### config.mk
export PLATFORM = sky130hd
export DESIGN_NAME = writeback_flat
export DESIGN_NICKNAME = d
export VERILOG_FILES = /design/src/rtl/writeback_pkg.sv /design/src/rtl/writeback_if.sv /design/src/rtl/writeback_regfile.sv /design/src/rtl/writeback.sv /design/src/flat_wrapper.sv
export SDC_FILE = /design/constraint.sdc
export NUM_CORES = 2
export LEC_CHECK = 0
export CAP_MARGIN = 10
export CELL_PAD_IN_SITES_DETAIL_PLACEMENT = 0
export CELL_PAD_IN_SITES_GLOBAL_PLACEMENT = 2
export CORE_ASPECT_RATIO = 1.1
export CORE_MARGIN = 8
export CORE_UTILIZATION = 41
export CTS_CLUSTER_SIZE = 24
export DETAILED_ROUTE_END_ITERATION = 6
export GPL_ROUTABILITY_DRIVEN = 1
export PLACE_DENSITY_LB_ADDON = 0.3
export SYNTH_ARGS = -nofsm -noshare
export SYNTH_HDL_FRONTEND = slang
export SYNTH_SLANG_ARGS = --single-unit
### constraint.sdc
create_clock -name clk -period 4.8 [get_ports clk]
set_input_delay 1.2 -clock clk [delete_from_list [all_inputs] [get_ports clk]]
set_output_delay 1.2 -clock clk [all_outputs]
set_load 0.005 [all_outputs]
### src/rtl/writeback_pkg.sv
// Shared widths, write-port record and read-bypass helper for the writeback stage.
package writeback_pkg;

    localparam int WORD   = 32;
    localparam int W_RD   = 5;
    localparam int N_REGS = 1 << W_RD;

    typedef logic [WORD-1:0] word_t;
    typedef logic [W_RD-1:0] reg_num_t;

    typedef struct packed {
        logic     we;
        reg_num_t num;
        word_t    data;
    } rf_wr_t;

    // Register 0 reads as zero; an EX write beats a debug write when both target the port's number.
    function automatic word_t bypass(input reg_num_t num, input rf_wr_t ex_wr,
                                     input rf_wr_t dbg_wr, input word_t stored);
        word_t res;
        if (num == '0)
            res = '0;
        else if (ex_wr.we && ex_wr.num == num)
            res = ex_wr.data;
        else if (dbg_wr.we && dbg_wr.num == num)
            res = dbg_wr.data;
        else
            res = stored;
        return res;
    endfunction

endpackage

### src/rtl/writeback_if.sv
// EX result, ID read-port and debug-write signals between the pipeline and writeback.
interface writeback_if;
    import writeback_pkg::*;

    logic     v_i;
    logic     stall_o;
    logic     wb_i;
    reg_num_t rd_num_i;
    word_t    rd_data_i;
    reg_num_t rs1_num_i;
    reg_num_t rs2_num_i;
    word_t    rs1_data_o;
    word_t    rs2_data_o;
    logic     dbg_we_i;
    reg_num_t dbg_num_i;
    word_t    dbg_data_i;

    modport master (
        output v_i, wb_i, rd_num_i, rd_data_i, rs1_num_i, rs2_num_i,
               dbg_we_i, dbg_num_i, dbg_data_i,
        input  stall_o, rs1_data_o, rs2_data_o
    );

    modport slave (
        input  v_i, wb_i, rd_num_i, rd_data_i, rs1_num_i, rs2_num_i,
               dbg_we_i, dbg_num_i, dbg_data_i,
        output stall_o, rs1_data_o, rs2_data_o
    );

endinterface

### src/rtl/writeback_regfile.sv
// Register storage: one write port (1-cycle), two combinational reads, async active-low clear.
// Entry 0 is never written, so it always reads zero.
module regfile
    import writeback_pkg::*;
(
    input  logic     clk,
    input  logic     rst,
    input  rf_wr_t   wr,
    input  reg_num_t rs1_num,
    input  reg_num_t rs2_num,
    output word_t    rs1_data,
    output word_t    rs2_data
);

    word_t mem [N_REGS];

    always_ff @(posedge clk or negedge rst) begin
        if (!rst) begin
            for (int i = 0; i < N_REGS; i++)
                mem[i] <= '0;
        end else if (wr.we && wr.num != '0) begin
            mem[wr.num] <= wr.data;
        end
    end

    assign rs1_data = mem[rs1_num];
    assign rs2_data = mem[rs2_num];

endmodule

### src/rtl/writeback.sv
// Writeback stage: arbitrates EX vs debug writes, bypasses reads, counts retired results.
// EX is stalled for one cycle whenever a debug write collides with an EX write; reads are combinational.
module writeback
    import writeback_pkg::*;
#(
    parameter int RETIRE_W = 32
) (
    input  logic                clk,
    input  logic                rst,
    writeback_if.slave          bus,
    output logic [RETIRE_W-1:0] retired_o
);

    logic   stall;
    logic   accept;
    rf_wr_t ex_wr;
    rf_wr_t dbg_wr;
    rf_wr_t rf_wr;
    word_t  rs1_stored;
    word_t  rs2_stored;

    // Only one register-file write port, so a debug write pushes a writing EX result back a cycle.
    always_comb begin
        stall       = bus.dbg_we_i & bus.v_i & bus.wb_i;
        accept      = bus.v_i & ~stall;
        ex_wr.we    = accept & bus.wb_i;
        ex_wr.num   = bus.rd_num_i;
        ex_wr.data  = bus.rd_data_i;
        dbg_wr.we   = bus.dbg_we_i;
        dbg_wr.num  = bus.dbg_num_i;
        dbg_wr.data = bus.dbg_data_i;
        rf_wr       = dbg_wr.we ? dbg_wr : ex_wr;
    end

    regfile u_regfile (
        .clk      (clk),
        .rst      (rst),
        .wr       (rf_wr),
        .rs1_num  (bus.rs1_num_i),
        .rs2_num  (bus.rs2_num_i),
        .rs1_data (rs1_stored),
        .rs2_data (rs2_stored)
    );

    assign bus.stall_o    = stall;
    assign bus.rs1_data_o = bypass(bus.rs1_num_i, ex_wr, dbg_wr, rs1_stored);
    assign bus.rs2_data_o = bypass(bus.rs2_num_i, ex_wr, dbg_wr, rs2_stored);

    always_ff @(posedge clk or negedge rst) begin
        if (!rst)
            retired_o <= '0;
        else if (accept)
            retired_o <= retired_o + 1'b1;
    end

endmodule

### src/flat_wrapper.sv
// flat-port wrapper written by rule: the top's interface ports become plain ports
module writeback_flat import writeback_pkg::*;
#(
    parameter int RETIRE_W = 32
)
  (clk, rst, retired_o, bus_v_i, bus_wb_i, bus_rd_num_i, bus_rd_data_i, bus_rs1_num_i, bus_rs2_num_i, bus_dbg_we_i, bus_dbg_num_i, bus_dbg_data_i, bus_stall_o, bus_rs1_data_o, bus_rs2_data_o);
  writeback_if bus_i ();
  input  logic clk;
  input  logic rst;
  output logic [RETIRE_W-1:0] retired_o;
  input wire logic [$bits(bus_i.v_i)-1:0] bus_v_i;
  input wire logic [$bits(bus_i.wb_i)-1:0] bus_wb_i;
  input wire logic [$bits(bus_i.rd_num_i)-1:0] bus_rd_num_i;
  input wire logic [$bits(bus_i.rd_data_i)-1:0] bus_rd_data_i;
  input wire logic [$bits(bus_i.rs1_num_i)-1:0] bus_rs1_num_i;
  input wire logic [$bits(bus_i.rs2_num_i)-1:0] bus_rs2_num_i;
  input wire logic [$bits(bus_i.dbg_we_i)-1:0] bus_dbg_we_i;
  input wire logic [$bits(bus_i.dbg_num_i)-1:0] bus_dbg_num_i;
  input wire logic [$bits(bus_i.dbg_data_i)-1:0] bus_dbg_data_i;
  output wire logic [$bits(bus_i.stall_o)-1:0] bus_stall_o;
  output wire logic [$bits(bus_i.rs1_data_o)-1:0] bus_rs1_data_o;
  output wire logic [$bits(bus_i.rs2_data_o)-1:0] bus_rs2_data_o;
  assign bus_i.v_i = bus_v_i;
  assign bus_i.wb_i = bus_wb_i;
  assign bus_i.rd_num_i = bus_rd_num_i;
  assign bus_i.rd_data_i = bus_rd_data_i;
  assign bus_i.rs1_num_i = bus_rs1_num_i;
  assign bus_i.rs2_num_i = bus_rs2_num_i;
  assign bus_i.dbg_we_i = bus_dbg_we_i;
  assign bus_i.dbg_num_i = bus_dbg_num_i;
  assign bus_i.dbg_data_i = bus_dbg_data_i;
  assign bus_stall_o = bus_i.stall_o;
  assign bus_rs1_data_o = bus_i.rs1_data_o;
  assign bus_rs2_data_o = bus_i.rs2_data_o;
  writeback #(.RETIRE_W(RETIRE_W)) u_core (.clk(clk), .rst(rst), .bus(bus_i), .retired_o(retired_o));
endmodule
=== Yosys cells after proc, flatten, opt, wreduce, memory -nomap -nowiden ===
Index checks and enable logic that the tools add are counted.

* Input bits: 89
* RAM bits: 0
* Register bits: 1056
* Latch bits: 0
* Word-level logic and storage cells: 75
* Memories: 0
* Bits in read-only memories: 0

* Eq/ne operators: 4
* Bitwise logic cells: 8
* Add/sub/neg operators: 1
* $mul: 0
* Reduce and logical (&&, ||, !) cells: 9
* Shift operators: 0
* Divide/modulo/power cells: 0
* Mux-type cells: 16
* $lt $le $gt $ge: 4

{| class="wikitable"
|+ Operator list
! operator !! count
|-
| bitwise mux 1024 bit || 1
|-
| two-way mux 32 bit || 11
|-
| binary-select mux 32 bit (select 5 bit) || 2
|-
| demux 32 bit (select 5 bit) || 1
|-
| two-way mux 38 bit || 1
|-
| adder 32 x 1 -> 32 bit, second input constant || 1
|-
| == test 5 bit || 4
|-
| greater-or-equal comparator 6 bit, second input constant || 3
|-
| NOT 5 -> 6 bit || 3
|-
| logical NOT 5 bit || 2
|-
| logical AND 1 bit || 6
|-
| < comparator 6 x 1 -> 1 bit, second input constant || 1
|-
| nonzero test 5 bit || 1
|-
| AND 1 bit || 4
|-
| NOT 1 bit || 1
|}

=== Logic depth before layout (Yosys ltp) ===
* Depth in word-level cells: 12
* Gate-level depth with buffers: 10
* Gate-level depth less buffers: 5

=== Cells and area by module ===
A second synthesis with hierarchy kept.

* Cells, all modules: 5093
* Area, all modules: 59507.1 um^2

{| class="wikitable"
|+ Modules (own cells, without submodules)
! module !! sequential area each (um^2) !! cells each !! area an instance (um^2) !! times used
|-
| regfile || 25624.6 || 4601 || 55937.4 || 1
|-
| writeback || 800.8 || 492 || 3569.7 || 1
|}

=== Worst setup path before layout ===
No wires, ideal clock.

* Kind: input port to output port
* Start: input port bus_rs1_num_i[1]
* End: output port bus_rs1_data_o[8]
* Stages on the path: 8
* Buffers on the path: 3
* Arrival time: 2.989 ns
* Required time: 3.600 ns
* Setup slack: 0.611 ns
* Path through: buf_2 buf_2 clkbuf_1 mux2i_1 o22ai_1 or3_1 nor4_1 o21ai_1

* Cells in the longest elaborated chain, start to end: 7
* Elaborated cells between the ends (all ways): 12

{| class="wikitable"
|+ RTL lines
! item !! RTL line !! RTL
|-
| start: declaration || flat_wrapper.sv:15 || <nowiki>input wire logic [$bits(bus_i.rs1_num_i)-1:0] bus_rs1_num_i;</nowiki>
|-
| NOT 5 -> 6 bit (not written as such) || writeback_regfile.sv:26 || <nowiki>assign rs1_data = mem[rs1_num];</nowiki>
|-
| binary-select mux 32 bit (select 5 bit) || writeback_regfile.sv:26 ||
|-
| two-way mux 32 bit (not written as such) (2 in series) || writeback_regfile.sv:26 ||
|-
| two-way mux 32 bit || writeback_pkg.sv:25 || <nowiki>else if (dbg_wr.we && dbg_wr.num == num)</nowiki>
|-
| two-way mux 32 bit || writeback_pkg.sv:23 || <nowiki>else if (ex_wr.we && ex_wr.num == num)</nowiki>
|-
| two-way mux 32 bit (*) || writeback_pkg.sv:21 || <nowiki>if (num == '0)</nowiki>
|-
| end: declaration || flat_wrapper.sv:21 || <nowiki>output wire logic [$bits(bus_i.rs1_data_o)-1:0] bus_rs1_data_o;</nowiki>
|}

Every way passes the cells marked *; elsewhere a longest branch is shown, timed or not. The select of a mux whose other input is x is not followed.

=== Final worst setup path ===
* Start: input port bus_rs1_num_i[0]
* End: output port bus_rs1_data_o[4]

The elaborated chain is that of the path after synthesis.

==> results.tsv <==
metric	value	unit
vias per cell	6.06	
synth warn	0	
Worst Setup End Kind	output port	
Req. time, crit path	3.60	ns
Die W	370	um
final net count	6045	
largest buffer count on any clock path	3	
synthesis-stage register bit count	1056	
H-Tree Level Count	3	
Tmin final	4.82	ns
Slew @ Worst Pin	1.22	ns
# port buffers	185	
fillers	12300	
dpl ws	-1.00	ns
top cell type's share of synthesized area	0.468	
Die H	405	um
Slew Limit Headroom	0.169	
Syn Inst Count	5556	
Total Power	32.3	mW
Clock Latency Late Sink	0.78	ns
Top FF cell, synth	dfrtp_1	
Synth area leader	dfrtp_1	
post-route design area	71000	um2
commonest cells after routing, fill and taps aside	dfrtp_1, nor2_1, a21oi_1, buf_4, mux2i_1	
synthesized area	56500	um2
Final Skew	0.0234	ns
Sw Pwr	10.5	mW
Power Internal	21.8	mW
final period utilization	1.00	
Seq/Total Area, Yosys	0.468	
asr flop ratio synth	1.00	
number of CTS-inserted buffers	116	
RSZ-0062 raised after global routing	yes	
sequential share of power	0.421	
Routed Antenna Nets	0	
total placed instance area	64600	um2
Syn Nets	5646	
setup tns final	-0.0579	ns
per-cell routed wire length	29.7	um
utilization after layout	0.517	
multi-input logic area	28700	um2
Rows	143	
Synth area leaders	dfrtp_1, mux4_2, mux2i_1	
Static Leakage	30.6	nW
Max Clk Rate	207	MHz
total length of routed wires	234000	um
vias in the first global route	46700	
core area	137000	um2
Remaining DRCs	0	
commonest non-fill, non-tap cell in the layout	dfrtp_1	
combinational power share	0.273	
Post-CTS Hold Buffers	0	
initial core utilization	0.411	
post-synthesis cell type count	68	
critical path fanouts, max	9	
Congestion Overflow GR	0	
All-Layer GR Usage	0.304	
crit path DAT	3.62	ns
TritonRoute pass-1 iters	5	
Finish-stage setup viols	4	
failing checks	negative setup slack	
Post-synth EDFFs	0	
HP Class	primary input to async pin	
switching part of the total	0.325	
crit start category	primary input	
initial antenna violation count	6	
IO Pins	186	
maxcap violations	0	
Crit Path Category	primary input to output port	
Pwr Density	455	nW/um2
Root Driver	clkbuf_16	
via count of the routed design	47700	
largest net degree at the start of global routing	135	
global-route wire length before repair	336000	um
Final Hold Vio Count	0	
Final Wtd Congestion	0.919	
CTS clock-pin slew for the worst setup and hold paths	0.06	ns
CTS tree	yes	
FF+latch area	26400	um2
layout cells sized above 1	0.252	
VDD IR max	0.000349	V
syn avg cell area	10.2	um2
Max Transition Viols Final	0	
total die area	150000	um2
clk sink count	1056	
Iteration-0 DRC Markers	5391	
status	finished with violations	
Syn-to-layout area delta	25.7	%
final worst slack	-0.0224	ns
clock network power share	0.307	
detailed placement HPWL	153000	um
==> cells by family after synthesis <==
logic type	share of synthesized area
flip-flops	0.468
adder cells (fa/ha/maj)	0.000221
multiplexers	0.199
buffers and inverters	0.0482
AO/OA/AOI/OAI	0.165
XOR/XNOR	0.00791
AND/OR/NAND/NOR	0.112
==> worst paths after layout <==
check                                           from                        end  slack, ns  cells past startpoint
min                                              rst  u_core.u_regfile.mem[756]       0.38                      1
min reg2reg                u_core.u_regfile.mem[997]  u_core.u_regfile.mem[997]       0.39                      0
max                                 bus_rs1_num_i[0]          bus_rs1_data_o[4]      -0.02                     13
max reg2reg                      u_core.retired_o[2]       u_core.retired_o[31]       2.75                      5
min in group clk           u_core.u_regfile.mem[997]  u_core.u_regfile.mem[997]       0.39                      0
max in group asynchronous                        rst  u_core.u_regfile.mem[997]       3.11                      3
==> power by group through the flow <==
| stage | registers, mW | logic, mW | clock network [mW] |
|---|---|---|---|
| after floorplan | 13.0 | 5.49 | 0 |
| after global placement | 13.5 | 8.33 | 0 |
| after detailed placement | 13.6 | 8.48 | 0 |
| after CTS | 13.5 | 8.71 | 10.1 |
| after global routing | 13.9 | 9.56 | 10.4 |
| final | 13.6 | 8.81 | 9.91 |
==> metrics by stage <==
stage,cells,hold slack [ns]
finish,7874,0.384
global route,7870,0.388
CTS,7848,0.353
detailed placement,7578,0.383
global placement,7577,0.376
floorplan,5556,0.441
==> synthesized netlist by cell type (all sizes together), types with 3 or more instances <==
master	n
a2111oi	28
a211oi	44
a21oi	898
a22o	8
a22oi	71
a31oi	3
a32oi	13
and2	3
and3	18
and3b	6
and4	9
buf	323
clkbuf	256
dfrtp	1056
inv	8
mux2	170
mux2i	449
mux4	214
nand2	195
nand2b	6
nand3	13
nand4	12
nand4b	6
nand4bb	5
nor2	956
nor2b	36
nor3	33
nor3b	6
nor4	48
nor4b	15
o21ai	287
o21bai	15
o221ai	16
o22a	31
o22ai	160
o2bb2ai	34
or2	4
or3	26
or4	8
or4b	5
xnor2	30
xor2	21
==> timing repair <==
| item | CTS | global route |
|---|---|---|
| pin swaps | 33 | 18 |
| gates resized for setup | 297 | 65 |
| setup buffers | 41 | 20 |
| gates cloned | 10 | 2 |
| endpoints found under the setup margin | 64 | 43 |
==> layout make-up <==
class | count | share of cell area
Antenna cell | 4 | 0.000141
Timing Repair Buffer | 859 | 0.131
Tap cell | 1812 | 0.0319
Clock buffer | 161 | 0.0469
Inverter | 8 | 0.000423
Clock inverter | 60 | 0.0131
Sequential cell | 1056 | 0.372
Multi-Input combinational cell | 3914 | 0.404
==> worst max-delay path, cell delays in order <==
cell and delay, ns:
buf_12 0.14, buf_12 0.16, buf_6 0.14, buf_4 0.16, xnor2_2 0.14, and3_4 0.22, buf_12 0.13, buf_12 0.14
buf_16 0.17, nor4_4 0.41, buf_4 0.21, o21ai_1 0.07, dlygate4sd2_1 0.27
==> sequential cells by signal (all words and copies together), names as in the netlist <==
register              flops
u_core.retired_o         32
u_core.u_regfile.mem   1024
==> per-layer routing <==
metal	wire length [um]	global-route usage
met1	97400	0.411
met2	106000	0.477
met3	19200	0.0594
met4	11500	0.135
met5	27	0
(Power assumes the default switching activity.)
